File: config.mk
export PLATFORM = sky130hd
export DESIGN_NAME = instr_sequencer
export DESIGN_NICKNAME = d
export VERILOG_FILES = /design/src/rtl/instr_sequencer.sv
export SDC_FILE = /design/constraint.sdc
export NUM_CORES = 1
export LEC_CHECK = 0
export ABC_CLOCK_PERIOD_IN_PS = 4000
export CAP_MARGIN = 20
export CORE_AREA = 2 2 48 50
export CTS_CLUSTER_DIAMETER = 50
export DETAILED_ROUTE_END_ITERATION = 8
export DIE_AREA = 0 0 50 52
export PLACE_DENSITY = 0.53
export SETUP_SLACK_MARGIN = 0.3
export SLEW_MARGIN = 20
export SYNTH_ARGS = -nofsm -noshare
export SYNTH_HDL_FRONTEND = slang
export SYNTH_SLANG_ARGS = --single-unit
File: constraint.sdc
create_clock -name clk -period 4 [get_ports clk]
set_clock_uncertainty 0.05 [all_clocks]
set_input_delay 0.6 -clock clk [delete_from_list [all_inputs] [get_ports clk]]
set_output_delay 0.6 -clock clk [all_outputs]
set_load 0.01 [all_outputs]
File: src/rtl/instr_sequencer.sv
// Multi-cycle instruction sequencer: steps one instruction through EXEC/EXEC2/MEM/TRAP.
// Optional SEQ_PERF_CNT_EN adds mcycle/minstret counters.
module instr_sequencer (
    input  logic        clk,
    input  logic        rst_n,
    input  logic        instr_valid_i,
    input  logic        jump_inst_i,
    input  logic        branch_inst_i,
    input  logic        ecall_inst_i,
    input  logic        ebreak_inst_i,
    input  logic        mret_inst_i,
    input  logic        illegal_inst_i,
    input  logic        lsu_r_en_i,
    input  logic        lsu_w_en_i,
    input  logic        rf_we_i,
    input  logic        branch_taken_i,
    input  logic        lsu_done_i,
    input  logic        lsu_err_i,
    output logic        cycle_counter_o,
    output logic        rf_we_o,
    output logic        lsu_req_o,
    output logic        pc_we_o,
    output logic [1:0]  pc_sel_o,
    output logic        trap_o,
    output logic        mepc_we_o,
    output logic [3:0]  mcause_o,
    output logic        mret_o,
`ifdef SEQ_PERF_CNT_EN
    output logic [63:0] minstret_o,
    output logic [63:0] mcycle_o,
`endif
    output logic        instr_ack_o
);

    localparam logic [1:0] PcInc  = 2'd0;
    localparam logic [1:0] PcAlu  = 2'd1;
    localparam logic [1:0] PcTvec = 2'd2;
    localparam logic [1:0] PcEpc  = 2'd3;

    localparam logic [3:0] CauseIllegal    = 4'd2;
    localparam logic [3:0] CauseBreak      = 4'd3;
    localparam logic [3:0] CauseLoadFault  = 4'd5;
    localparam logic [3:0] CauseStoreFault = 4'd7;
    localparam logic [3:0] CauseEcall      = 4'd11;

    typedef enum logic [2:0] {StIdle, StExec, StExec2, StMem, StTrap} state_e;

    state_e     state_q, state_d;
    logic [3:0] mcause_q, mcause_d;

    always_ff @(posedge clk or negedge rst_n) begin
        if (!rst_n) begin
            state_q  <= StIdle;
            mcause_q <= 4'd0;
        end else begin
            state_q  <= state_d;
            mcause_q <= mcause_d;
        end
    end

    assign mcause_o = mcause_q;

    always_comb begin
        state_d         = state_q;
        mcause_d        = mcause_q;
        cycle_counter_o = 1'b0;
        rf_we_o         = 1'b0;
        lsu_req_o       = 1'b0;
        pc_we_o         = 1'b0;
        pc_sel_o        = PcInc;
        trap_o          = 1'b0;
        mepc_we_o       = 1'b0;
        mret_o          = 1'b0;
        instr_ack_o     = 1'b0;

        case (state_q)
            StIdle: begin
                if (instr_valid_i) begin
                    state_d = StExec;
                end
            end

            StExec: begin
                if (illegal_inst_i) begin
                    state_d  = StTrap;
                    mcause_d = CauseIllegal;
                end else if (ecall_inst_i) begin
                    state_d  = StTrap;
                    mcause_d = CauseEcall;
                end else if (ebreak_inst_i) begin
                    state_d  = StTrap;
                    mcause_d = CauseBreak;
                end else if (mret_inst_i) begin
                    pc_we_o     = 1'b1;
                    pc_sel_o    = PcEpc;
                    mret_o      = 1'b1;
                    instr_ack_o = 1'b1;
                    state_d     = StIdle;
                end else if (lsu_r_en_i || lsu_w_en_i) begin
                    // lsu_done_i is not looked at here: a done in the request cycle is ignored.
                    lsu_req_o = 1'b1;
                    state_d   = StMem;
                end else if (jump_inst_i) begin
                    rf_we_o = rf_we_i;
                    state_d = StExec2;
                end else if (branch_inst_i) begin
                    if (branch_taken_i) begin
                        state_d = StExec2;
                    end else begin
                        pc_we_o     = 1'b1;
                        pc_sel_o    = PcInc;
                        instr_ack_o = 1'b1;
                        state_d     = StIdle;
                    end
                end else begin
                    rf_we_o     = rf_we_i;
                    pc_we_o     = 1'b1;
                    pc_sel_o    = PcInc;
                    instr_ack_o = 1'b1;
                    state_d     = StIdle;
                end
            end

            StExec2: begin
                cycle_counter_o = 1'b1;
                pc_we_o         = 1'b1;
                pc_sel_o        = PcAlu;
                instr_ack_o     = 1'b1;
                state_d         = StIdle;
            end

            StMem: begin
                if (lsu_done_i) begin
                    if (lsu_err_i) begin
                        state_d  = StTrap;
                        mcause_d = lsu_r_en_i ? CauseLoadFault : CauseStoreFault;
                    end else begin
                        rf_we_o     = lsu_r_en_i;
                        pc_we_o     = 1'b1;
                        pc_sel_o    = PcInc;
                        instr_ack_o = 1'b1;
                        state_d     = StIdle;
                    end
                end
            end

            StTrap: begin
                trap_o      = 1'b1;
                mepc_we_o   = 1'b1;
                pc_we_o     = 1'b1;
                pc_sel_o    = PcTvec;
                instr_ack_o = 1'b1;
                state_d     = StIdle;
            end

            default: begin
                state_d = StIdle;
            end
        endcase
    end

`ifdef SEQ_PERF_CNT_EN
    logic [63:0] mcycle_q, minstret_q;

    always_ff @(posedge clk or negedge rst_n) begin
        if (!rst_n) begin
            mcycle_q   <= 64'd0;
            minstret_q <= 64'd0;
        end else begin
            mcycle_q <= mcycle_q + 64'd1;
            // Trap entry retires nothing.
            if (instr_ack_o && (state_q != StTrap)) begin
                minstret_q <= minstret_q + 64'd1;
            end
        end
    end

    assign mcycle_o   = mcycle_q;
    assign minstret_o = minstret_q;
`else
    // No performance counter state in this build.
`endif

    a_no_rf_we_with_trap: assert property (@(posedge clk) disable iff (!rst_n)
        !(rf_we_o && trap_o));

endmodule
==> out/qor.txt <==
Number of I/O port buffers: 28
Antenna Diode Count: 0
Start point of the worst min-delay path: mcause_o[1]
Cell type with the highest occurrence count on the critical path: sky130_fd_sc_hd__clkdlybuf4s50_1
Count of pins on the block boundary: 29
Share of power burned in registers: 31.7%
Clock buffer depth: 2
Initial core utilization: 23.5%
Number of remaining DRC errors: 0
Number of placement rows: 17
Transition time of the tightest slew-check pin: 0.613 ns
Vias per std cell: 4.82
Critical-path maximum fanout: 5
Adder and majority cell fraction of the synthesized area: 0%
Critical R2R Launch: state_q[1]
Core Footprint: 2110 µm²
Maximum level of the CTS H-tree: 1
TritonCTS Sinks: 7
CP startpoint: ecall_inst_i
Top delay family on crit path: buffers and inverters
P_leak: 0.000310 µW
Simple-gate share of the synthesized area: 29.1%
Result of the run: complete, no violations
Cts bufs inserted: 3
Switching Share: 37.1%
Via count: 549
Final WL: 1320 µm
Total negative slack for setup checks: 0 ns
Number of instances resized during post-cts repair: 0
Worst-skew pair later-pin latency: 0.25 ns
Synth Net Count: 73
Switching Power: 138 µW
Critical Path Source Type: input pin
Number of buffer and inverter instances along the worst setup path: 3
Total grt overflow: 0
Y dimension of the die: 52 µm
Drt initial violations: 5
Portion of the post-synthesis area used by sequential elements: 35.4%
Total power density per cell area: 460 nW/µm²
Category of the worst setup path capture point: output port
Library cell occupying the most area in the post-synthesis netlist: sky130_fd_sc_hd__dfrtp_1
Largest net degree at the start of global routing: 11
Most area-consuming cells after synthesis: sky130_fd_sc_hd__dfrtp_1 (35%), sky130_fd_sc_hd__nor2b_1 (5.1%), sky130_fd_sc_hd__o31ai_1 (4.6%)
Fraction of synthesized cell area taken by the top area cell type: 35.4%
Netlist cell types: 24
Multiplexer share of the synthesized area: 0%
Area enclosed by the die boundary: 2600 µm²
Longest individual stage delay on the worst path: 0.52 ns
Area share of xor/xnor cells in the synthesized design: 0%
Fraction of final layout cells sized beyond drive strength 1: 6.98%
Syn Area/Cell: 8.52 µm²
Clock network power share: 17.3%
Clock Pin Slew Worst Setup and Hold Paths: 0.05 ns
Fin crit share: 80.7%
# Max-Cap Violations: 0
Worst path cell trace: clkdlybuf4s50_1 -> nor4_4 -> or4b_4 -> inv_1 -> clkdlybuf4s50_1
Final instance area: 806 µm²
Clock root buffer master: sky130_fd_sc_hd__clkbuf_4
Area growth from synthesis to final layout: 63.0%
Routed length per instance: 11.6 µm
Number of antenna violations at the first check in global routing: 0
Internal Pwr Total: 233 µW
Number of synthesized register bits: 7
Combinational family with the most area after synthesis: simple AND/OR/NAND/NOR gates
Post-detailed-placement half-perimeter wirelength: 1060 µm
CTS tree: done
Netlist area before placement: 494 µm²
Hold WC Path Type: reg2reg
First-pass GRT wire length: 2200 µm
Unrepaired setup endpoints after global routing: no
Die W: 50 µm
Final setup violation count: 0
Count of buffers added by post-CTS timing repair for setup: 0
Peak supply drop: 0.262 mV
Maximum frequency from static timing analysis: 310 MHz
Post-DRT Antenna Nets: 0
Clock period minus final worst setup slack: 3.23 ns
Combinational group share of total power: 50.9%
Final hold viol count: 0
Post-DP Area: 779 µm²
Number of nets in the layout: 102
Warning count from the yosys run: 0
Arrival time at the worst endpoint: 2.58 ns
Cell count after synthesis: 58
RePlAce Congestion: 0.792
Critical path class: in2out
Critical Path RT: 3.35 ns
Post-cts hold buffer count: 0
Vias in the first global route: 504
Total global-route track usage: 11.2%
Max-slew violation total from the final report: 0
Critical-path cell with the highest stage delay: sky130_fd_sc_hd__or4b_4
Post-synthesis compound-gate area fraction: 25.6%
Detailed Routing Iterations Pass 1: 4
Rel. slew slack: 58.1%
[power groups by stage]
stage / Clock (µW) / Combinational (µW) / Sequential [µW]
2_1_floorplan: 0 / 102 / 118
3_3_place_gp: 0 / 191 / 119
3_5_place_dp: 0 / 190 / 119
4_1_cts: 66.3 / 192 / 118
5_1_grt: 68.5 / 207 / 123
6_report: 64.2 / 189 / 118
[registers in the layout, indices dropped and copies added, names as in the netlist]
| register | flops |
|---|---|
| mcause_o | 4 |
| state_q | 3 |
[stage by stage]
step	utilization (%)	hold WS, ns	setup WS (ns)	cells	total power [µW]
2_1_floorplan	-	0.254	1.70	58	220
3_3_place_gp	37.0	0.436	0.745	110	310
3_5_place_dp	37.0	0.435	0.746	110	308
4_1_cts	38.3	0.447	0.746	114	376
5_1_grt	38.3	0.486	0.590	114	398
6_report	38.3	0.441	0.771	114	371
[cell usage after synthesis]
library cell                instances
sky130_fd_sc_hd__or4b_4             1
sky130_fd_sc_hd__buf_6              1
sky130_fd_sc_hd__clkbuf_1           1
sky130_fd_sc_hd__a211oi_2           1
sky130_fd_sc_hd__o311ai_0           1
sky130_fd_sc_hd__a31oi_1            1
sky130_fd_sc_hd__nand3_1            4
sky130_fd_sc_hd__o31ai_1            3
sky130_fd_sc_hd__dfrtp_1            7
sky130_fd_sc_hd__nand4_1            1
sky130_fd_sc_hd__nand2_1            5
sky130_fd_sc_hd__nor4_4             1
sky130_fd_sc_hd__o21ai_0            3
sky130_fd_sc_hd__nand2b_1           2
sky130_fd_sc_hd__nor2_1             3
sky130_fd_sc_hd__a211oi_1           1
sky130_fd_sc_hd__buf_4              2
sky130_fd_sc_hd__nor2b_1            4
sky130_fd_sc_hd__o22a_1             2
sky130_fd_sc_hd__a2111oi_0          1
sky130_fd_sc_hd__inv_1              5
sky130_fd_sc_hd__a21oi_1            4
sky130_fd_sc_hd__nor3_1             3
sky130_fd_sc_hd__o211ai_1           1
[layer usage]
metal	wire [µm]	global-route usage, %	share of wire (%)
met1	630	15.1	48
met2	549	15.6	42
met3	107	2.87	8.1
met4	33	6.94	2.5
met5	0	0	0
[path summary, 6_finish.rpt]
check,slack (ns),end,cells after the start
min,0.44,mcause_o[1],1
min reg2reg,0.44,mcause_o[1],1
max reg2reg,2.30,state_q[0],3
max in group asynchronous,3.10,state_q[0],1
min in group asynchronous,0.56,mcause_o[1],1
max,0.77,lsu_req_o,5
[layout make-up]
class | instances | area (µm²)
inverters | 5 | 18.8
clock buffers | 4 | 26.3
well taps | 28 | 35.0
repair buffers | 28 | 280
multi-input cells | 42 | 270
fillers | 222 | 1300
flip-flops and latches | 7 | 175
[cells in the final DEF (no fill, tap or decap), drive strengths merged, types with 2 or more instances in the layout]
cell type      count
clkdlybuf4s50     28
inv                5
o21ai              3
nand2              5
o31ai              3
nand3              4
a211oi             2
nor2b              4
nor2               3
dfrtp              7
o22a               2
nand2b             2
nor3               3
clkbuf             4
a21oi              4
[cells by family after synthesis]
| group | Yosys count |
|---|---|
| buffers and inverters | 9 |
| AO/OA/AOI/OAI | 18 |
| flip-flops | 7 |
| AND/OR/NAND/NOR | 24 |
(Power assumes the default switching activity.)
